<file path="src/rtl/serial_pattern_feeder_if.sv">
// Signal bundle between a pattern source/controller and serial_pattern_feeder.
// The controller side drives start/abort/loop/pattern; the feeder drives the serial outputs.
interface serial_pattern_feeder_if;
  logic        start;
  logic        abort;
  logic        loop;
  logic [15:0] sw_pattern;
  logic [3:0]  sw_len;
  logic        ip_bit;
  logic        bit_valid;
  logic [3:0]  bit_idx;
  logic        busy;
  logic        done;

  modport master (
    output start, abort, loop, sw_pattern, sw_len,
    input  ip_bit, bit_valid, bit_idx, busy, done
  );

  modport slave (
    input  start, abort, loop, sw_pattern, sw_len,
    output ip_bit, bit_valid, bit_idx, busy, done
  );
endinterface

</file>
<file path="src/rtl/serial_pattern_feeder.sv">
// Shifts a switch-selected 1..16 bit pattern out MSB first, one bit per TICK_DIV clocks,
// optionally looping, for driving a downstream sequence detector.
module serial_pattern_feeder #(
  parameter int unsigned TICK_DIV = 50000000
) (
  input  logic                  clk,
  input  logic                  rst,
  serial_pattern_feeder_if.slave bus
);

  localparam int unsigned PW = (TICK_DIV > 1) ? $clog2(TICK_DIV) : 1;

  typedef enum logic [1:0] {
    IDLE,
    SHIFT,
    LAST
  } state_t;

  state_t        state, state_d;
  logic          start_q;
  logic          start_edge;
  logic          loop_q, loop_d;
  logic [15:0]   shadow, shadow_d;
  logic [15:0]   sh, sh_d;
  logic [3:0]    len_q, len_d;
  logic [3:0]    cnt, cnt_d;
  logic [PW-1:0] presc, presc_d;
  logic          tick;
  logic          ip_bit_r, ip_bit_d;
  logic          bit_valid_r, bit_valid_d;
  logic          done_r, done_d;
  logic [3:0]    bit_idx_r, bit_idx_d;

  assign start_edge = bus.start & ~start_q;
  assign tick       = (presc == PW'(TICK_DIV - 1));

  assign bus.ip_bit    = ip_bit_r;
  assign bus.bit_valid = bit_valid_r;
  assign bus.bit_idx   = bit_idx_r;
  assign bus.done      = done_r;
  assign bus.busy      = (state != IDLE);

  always_ff @(posedge clk) begin
    if (rst) begin
      state       <= IDLE;
      start_q     <= 1'b0;
      loop_q      <= 1'b0;
      shadow      <= '0;
      sh          <= '0;
      len_q       <= '0;
      cnt         <= '0;
      presc       <= '0;
      ip_bit_r    <= 1'b1;
      bit_valid_r <= 1'b0;
      done_r      <= 1'b0;
      bit_idx_r   <= '0;
    end else begin
      state       <= state_d;
      start_q     <= bus.start;
      loop_q      <= loop_d;
      shadow      <= shadow_d;
      sh          <= sh_d;
      len_q       <= len_d;
      cnt         <= cnt_d;
      presc       <= presc_d;
      ip_bit_r    <= ip_bit_d;
      bit_valid_r <= bit_valid_d;
      done_r      <= done_d;
      bit_idx_r   <= bit_idx_d;
    end
  end

  always_comb begin
    state_d     = state;
    loop_d      = loop_q;
    shadow_d    = shadow;
    sh_d        = sh;
    len_d       = len_q;
    cnt_d       = cnt;
    presc_d     = '0;
    ip_bit_d    = ip_bit_r;
    bit_valid_d = 1'b0;
    done_d      = 1'b0;
    bit_idx_d   = bit_idx_r;

    unique case (state)
      IDLE: begin
        if (start_edge && !bus.abort) begin
          shadow_d = bus.sw_pattern;
          sh_d     = bus.sw_pattern;
          len_d    = bus.sw_len;
          cnt_d    = bus.sw_len;
          loop_d   = bus.loop;
          state_d  = SHIFT;
        end
      end

      SHIFT: begin
        if (bus.abort) begin
          state_d   = IDLE;
          ip_bit_d  = 1'b1;
          bit_idx_d = '0;
        end else begin
          presc_d = tick ? '0 : presc + PW'(1);
          if (tick) begin
            ip_bit_d    = sh[15];
            sh_d        = {sh[14:0], 1'b0};
            bit_valid_d = 1'b1;
            bit_idx_d   = len_q - cnt;
            if (cnt == '0) begin
              // Looping reloads in the same cycle as the final bit so the stream has no gap.
              if (loop_q) begin
                sh_d  = shadow;
                cnt_d = len_q;
              end else begin
                state_d = LAST;
              end
            end else begin
              cnt_d = cnt - 4'd1;
            end
          end
        end
      end

      LAST: begin
        if (bus.abort) begin
          state_d   = IDLE;
          ip_bit_d  = 1'b1;
          bit_idx_d = '0;
        end else begin
          presc_d = tick ? '0 : presc + PW'(1);
          if (tick) begin
            state_d   = IDLE;
            ip_bit_d  = 1'b1;
            bit_idx_d = '0;
            done_d    = 1'b1;
          end
        end
      end

      default: begin
        state_d   = IDLE;
        ip_bit_d  = 1'b1;
        bit_idx_d = '0;
      end
    endcase
  end

endmodule

</file>
<file path="src/flat_wrapper.sv">
// flat-port wrapper written by rule: the top's interface ports become plain ports
module serial_pattern_feeder_flat 
#(
  parameter int unsigned TICK_DIV = 50000000
)
  (clk, rst, bus_start, bus_abort, bus_loop, bus_sw_pattern, bus_sw_len, bus_ip_bit, bus_bit_valid, bus_bit_idx, bus_busy, bus_done);
  serial_pattern_feeder_if bus_i ();
  input  logic clk;
  input  logic rst;
  input wire logic [$bits(bus_i.start)-1:0] bus_start;
  input wire logic [$bits(bus_i.abort)-1:0] bus_abort;
  input wire logic [$bits(bus_i.loop)-1:0] bus_loop;
  input wire logic [$bits(bus_i.sw_pattern)-1:0] bus_sw_pattern;
  input wire logic [$bits(bus_i.sw_len)-1:0] bus_sw_len;
  output wire logic [$bits(bus_i.ip_bit)-1:0] bus_ip_bit;
  output wire logic [$bits(bus_i.bit_valid)-1:0] bus_bit_valid;
  output wire logic [$bits(bus_i.bit_idx)-1:0] bus_bit_idx;
  output wire logic [$bits(bus_i.busy)-1:0] bus_busy;
  output wire logic [$bits(bus_i.done)-1:0] bus_done;
  assign bus_i.start = bus_start;
  assign bus_i.abort = bus_abort;
  assign bus_i.loop = bus_loop;
  assign bus_i.sw_pattern = bus_sw_pattern;
  assign bus_i.sw_len = bus_sw_len;
  assign bus_ip_bit = bus_i.ip_bit;
  assign bus_bit_valid = bus_i.bit_valid;
  assign bus_bit_idx = bus_i.bit_idx;
  assign bus_busy = bus_i.busy;
  assign bus_done = bus_i.done;
  serial_pattern_feeder #(.TICK_DIV(TICK_DIV)) u_core (.clk(clk), .rst(rst), .bus(bus_i));
endmodule
</file>
<file path="config.mk">
export PLATFORM = sky130hd
export DESIGN_NAME = serial_pattern_feeder_flat
export DESIGN_NICKNAME = d
export VERILOG_FILES = /design/src/rtl/serial_pattern_feeder_if.sv /design/src/rtl/serial_pattern_feeder.sv /design/src/flat_wrapper.sv
export SDC_FILE = /design/constraint.sdc
export NUM_CORES = 1
export LEC_CHECK = 0
export ABC_AREA = 1
export CAP_MARGIN = 20
export CORE_MARGIN = 10
export CORE_UTILIZATION = 50
export CTS_CLUSTER_DIAMETER = 50
export CTS_CLUSTER_SIZE = 25
export DETAILED_ROUTE_END_ITERATION = 7
export PLACE_DENSITY = 0.7
export SLEW_MARGIN = 40
export SYNTH_ARGS = -nofsm -noshare
export SYNTH_HDL_FRONTEND = slang
export SYNTH_SLANG_ARGS = --single-unit
</file>
<file path="constraint.sdc">
create_clock -name clk -period 2 [get_ports clk]
set_input_delay 0.2 -clock clk [delete_from_list [all_inputs] [get_ports clk]]
set_output_delay 0.2 -clock clk [all_outputs]
set_load 0.005 [all_outputs]
</file>
After elaboration in Yosys (flattened, before gate mapping)
Cells that the tools add are included.

storage, ports and cells
  bits in registers = 77
  output and inout port bits = 8
  input port bits = 25

operators by class
  mux-type cells = 32
  reduce and logical (&&, ||, !) cells = 15
  $add $sub $neg = 3
  eq/ne operators = 11
  bitwise logic cells = 6

operators with widths
  cell                                              count
  two-way mux 16 bit                                5
  two-way mux 4 bit                                 9
  one-hot mux 16 bit (2 select lines)               1
  adder 26 x 1 -> 26 bit, second input constant     1
  == test 26 bit, second input constant             1
  two-way mux 2 bit                                 7
  != test 3 x 2 -> 1 bit, second input constant     4
  one-hot mux 4 bit (3 select lines)                1
  AND reduction 5 bit                               2
  one-hot mux 4 bit (2 select lines)                1
  two-way mux 1 bit                                 6
  one-hot mux 2 bit (3 select lines)                1
  OR reduction 2 bit                                3
  inverter 1 bit                                    5
  zero test 4 bit                                   1
  != test 2 x 1 -> 1 bit, second input constant     2
  AND reduction 4 bit                               1
  nonzero test 2 bit                                2
  OR reduction 4 bit                                1
  subtractor 4 x 1 -> 4 bit, second input constant  1
  subtractor 4 bit                                  1
  != test 3 bit, second input constant              1
  one-hot mux 1 bit (3 select lines)                1
  AND reduction 3 bit                               1
  8 further kinds                                   8

Longest topological paths before layout
  depth after elaboration = 5
  mapped depth = 12

Least setup slack after synthesis
Ideal clock, no wire load.

  path type = reg2reg
  start = register u_core.state[1]
  end = register u_core.ip_bit_r, in the netlist u_core.bus.ip_bit
  data required time = 1,870 ps
  setup time = 130 ps
  path buffers = 0
  data arrival time = 1,406 ps
  setup slack = 464 ps
  clock period less this slack = 1,536 ps
  stages on the path, launching flop included = 9
  cells stage by stage = dfxtp_1 -> inv_1 -> ha_1 -> inv_2 -> nor2_4 -> inv_1 -> or2_2 -> nand4_1 -> nand3_1

between the ends
  word-level cells in the longest chain between the ends = 3
  elaborated cells on any way between the ends = 8
  classes of those cells = 4 x eq/ne; 1 x mux; 1 x bitwise; 2 x reduce/logical

ends and longest elaborated chain
  what                                                                       RTL line                     RTL
  from (decl)                                                                serial_pattern_feeder.sv:19  state_t state, state_d;
  from (signal assigned)                                                     serial_pattern_feeder.sv:58  state <= state_d;
  == test 2 bit, or another cell as far along                                serial_pattern_feeder.sv:86  unique case (state)
  != test 3 x 2 -> 1 bit (no source line) or inverter 1 bit (tied branches)  --
  AND reduction 3 bit (no source line)                                       --
  to (signal assigned)                                                       serial_pattern_feeder.sv:66  ip_bit_r <= ip_bit_d;
  to (decl)                                                                  serial_pattern_feeder.sv:29  logic ip_bit_r, ip_bit_d;

Several ways; a longest one is shown, not always the timed one.
A chain may end at the register's enable or synchronous reset.

Worst setup path after layout
  start = register u_core.state[0]
  end = output bus_busy

between the ends
  word-level cells in the longest chain between the ends = 1

ends and longest elaborated chain
  what                RTL line                     RTL
  nonzero test 2 bit  serial_pattern_feeder.sv:41  assign bus.busy = (state != IDLE);
  to (decl)           flat_wrapper.sv:18           output wire logic [$bits(bus_i.busy)-1:0] bus_busy;

No other way between the ends.

==> impl_metrics.py <==
metrics = {
    "clocking": {
        "numCtsBuffers": 9,
        "post_cts_resized": 0,
        "clock_sinks": 77,
        "cts.clk_slew.worst_paths_ns": 0.07,
        "clk_latency_ns": 0.34,
        "post-cts-setup-buffer-count": 0,
        "postCtsHoldBufs": 0,
        "cts_buffer_depth": 2,
        "cts-htree-levels": 3,
        "cts_root_buf": "clkbuf_8",
        "cts_tree": "built",
    },
    "synthesis": {
        "synth_top_family_by_area": "simple AND/OR/NAND/NOR gates",
        "avgSynthCellArea_um2": 6.97,
        "syn_inst": 596,
        "netlist_area_um2": 4150,
        "yosysWarnings": 0,
        "synthAdderAreaFrac_pct": 3.19,
        "ys_ff_latch": 77,
        "synth_nets": 631,
        "synth_xor_area_share_pct": 3.16,
        "synthDistinctLibCells": 38,
        "ys_seq_area_share_pct": 37.1,
        "muxShareOfSynthArea_pct": 0,
        "synth_compound_area_share_pct": 11.9,
        "synth-simple-area-share_pct": 34.9,
    },
    "placed_design": {
        "place_congestion": 0.856,
        "port-buffer-count": 32,
        "dpl.hpwl_mm": 6.50,
        "dp_slack_ns": 0.227,
    },
    "finish": {
        "final_common_cell": "nand2_1",
        "synthToLayoutAreaGrowth_pct": 15.8,
        "layout_common_cells": "nand2_1 (117), nor2_1 (84), dfxtp_1 (77), inv_1 (71), o21ai_0 (46)",
        "diodes": 0,
        "finalNetCount": 662,
        "drive_above_1_share_pct": 9.49,
    },
    "power_and_ir_drop": {
        "vdd_ir_drop_max_v": 0.000459,
        "leakagePower_nw": 1.89,
        "p_per_area_nw_per_um2": 1300,
    },
    "timing": {
        "finClkSkew_ns": 0.00839,
        "finalMaxSlewViolations": 0,
        "fmax_mhz": 542,
        "hold_violations": 0,
        "fin_tns_setup_ns": 0,
        "hold_ws_ns": 0.433,
        "setup_viol": 0,
        "fin_ws_ns": 0.156,
        "relSlewSlack_pct": 68.8,
        "final.min_clock_period_ns": 1.84,
        "tightestPinTransition_ns": 0.465,
        "rsz0062_at_grt": "no",
        "post-route-period-util_pct": 92.2,
    },
    "critical_path": {
        "path_max_fanout": 5,
        "cp.required_ns": 1.80,
        "cp_slowest_cell": "clkdlybuf4s50_1",
        "critPathKind": "reg -> out",
        "worst-path-buf-inv": 3,
        "arrival_ns": 1.64,
        "end_kind": "output pin",
        "start_kind": "flip-flop",
        "crit_chain": "inv_1 -> ha_1 -> clkinv_1 -> clkdlybuf4s50_1",
        "slowest_delay_ns": 0.46,
        "path_delay_family": "buffers and inverters",
    },
    "status": {
        "status": "complete, no violations",
    },
    "run": {
        "cap_violations": 0,
    },
    "global_routing": {
        "grt_pass1_wl_mm": 16.0,
        "grt_start_max_net_pins": 49,
        "antenna_found_initial": 0,
        "grt_pass1_vias": 3569,
        "grt-ovfl-total": 0,
        "grt_use_total_pct": 14.8,
    },
    "die": {
        "core.rowCount": 33,
        "die_x_um": 111,
        "die_h_um": 111,
        "die-area_um2": 12400,
        "io_pins": 33,
        "core-area_um2": 8130,
        "start_util_pct": 51.1,
    },
    "detailed_routing": {
        "ant_nets": 0,
        "drt_iter0_drc": 140,
        "viasPerCell": 4.98,
        "routed_wl_mm": 9.25,
        "vias": 3673,
        "first_pass_iters": 6,
        "post-route-drc-count": 0,
        "wl_per_cell_um": 12.6,
    },
    "worst_hold_path": {
        "worstHoldPathType": "in -> reg",
    },
}
[path summary, 6_finish.rpt]
kind,start,endpoint,slack [ns],depth (start not counted)
setup reg to reg,u_core.presc[0],u_core.sh[8],0.23,10
hold reg to reg,u_core.shadow[5],u_core.shadow[5],0.45,2
setup / recovery,u_core.state[0],bus_busy,0.16,4
hold / removal,bus_start,u_core.start_q,0.43,3
[sequential cells by signal, indices dropped and copies added (netlist names)]
| register | cells |
|---|---|
| u_core.bus.bit_valid | 1 |
| u_core.bus.bit_idx | 4 |
| u_core.cnt | 4 |
| u_core.presc | 26 |
| u_core.loop_q | 1 |
| u_core.start_q | 1 |
| u_core.bus.ip_bit | 1 |
| u_core.state | 2 |
| u_core.sh | 16 |
| u_core.shadow | 16 |
| u_core.bus.done | 1 |
| u_core.len_q | 4 |
[cell families (layout without fill, tap and decap cells)]
family / after synthesis / after routing
AND/OR/NAND/NOR: 302 / 302
XOR/XNOR: 15 / 15
buffers and inverters: 98 / 134
adder cells (fa/ha/maj): 10 / 10
AO/OA/AOI/OAI: 94 / 94
flip-flops: 77 / 77
[Yosys cell counts]
master | instances | area share, %
ha_1 | 9 | 2.7
or2_2 | 2 | 0.30
clkbuf_1 | 11 | 0.99
a21boi_0 | 1 | 0.18
buf_4 | 5 | 0.90
a22oi_4 | 1 | 0.51
o21ai_0 | 46 | 5.5
clkinv_1 | 1 | 0.090
nand3_1 | 39 | 4.7
inv_2 | 4 | 0.36
nor3b_2 | 2 | 0.60
buf_6 | 2 | 0.54
nand3_2 | 4 | 0.96
a21oi_1 | 42 | 5.1
nand2_1 | 117 | 11
xnor2_1 | 4 | 0.84
nand2_2 | 6 | 0.90
nor3_1 | 5 | 0.60
nand3_4 | 2 | 0.84
nor2_1 | 84 | 7.6
nor4_1 | 2 | 0.30
o21ai_1 | 2 | 0.24
nor3_2 | 1 | 0.24
clkbuf_2 | 1 | 0.12
nand3b_1 | 1 | 0.18
nor2_4 | 6 | 1.6
nor2_2 | 6 | 0.90
dfxtp_1 | 77 | 37
nand4_1 | 14 | 2.1
or2_0 | 1 | 0.15
inv_1 | 71 | 6.4
a31oi_1 | 1 | 0.15
fa_1 | 1 | 0.48
nor3b_1 | 5 | 0.90
o211ai_1 | 1 | 0.18
buf_2 | 3 | 0.36
xor2_1 | 11 | 2.3
nand2_4 | 5 | 1.4
[report_power, final]
| group | leakage (nW) | internal (mW) | switching, mW |
|---|---|---|---|
| sequential | 0.628 | 1.87 | 0.200 |
| clock | 0.0919 | 0.615 | 0.535 |
| combinational | 1.17 | 1.19 | 1.81 |
[metal layers]
metal / vias to the layer above / part of all wire (%) / GRT usage, %
li1: 1964 / - / -
met1: 1649 / 44 / 17.3
met2: 56 / 52 / 26.1
met3: 4 / 4.1 / 3.84
met4: 0 / 0.57 / 3.68
met5: - / 0 / 0
[layout make-up]
cell class	count	area, um2
Clock buffer	15	156
Multi-Input combinational cell	421	2200
Timing Repair Buffer	42	458
Clock inverter	1	30.0
Sequential cell	77	1540
Fill cell	754	3330
Tap cell	105	131
Inverter	76	285
[stage by stage]
stage | power [mW] | std cells | instance area [um2] | util [%]
finish | 6.23 | 737 | 4810 | 59.1
global route | 6.76 | 737 | 4810 | 59.1
CTS | 6.26 | 735 | 4780 | 58.8
detailed placement | 5.08 | 719 | 4590 | 56.5
global placement | 4.99 | 719 | 4590 | 56.5
floorplan | 4.34 | 596 | 4150 | -
[worst min-delay path, cell delays in order]
cell and delay [ns]:
clkdlybuf4s50_1 0.43, inv_1 0.06, nor2_1 0.03
(Power assumes the default switching activity.)
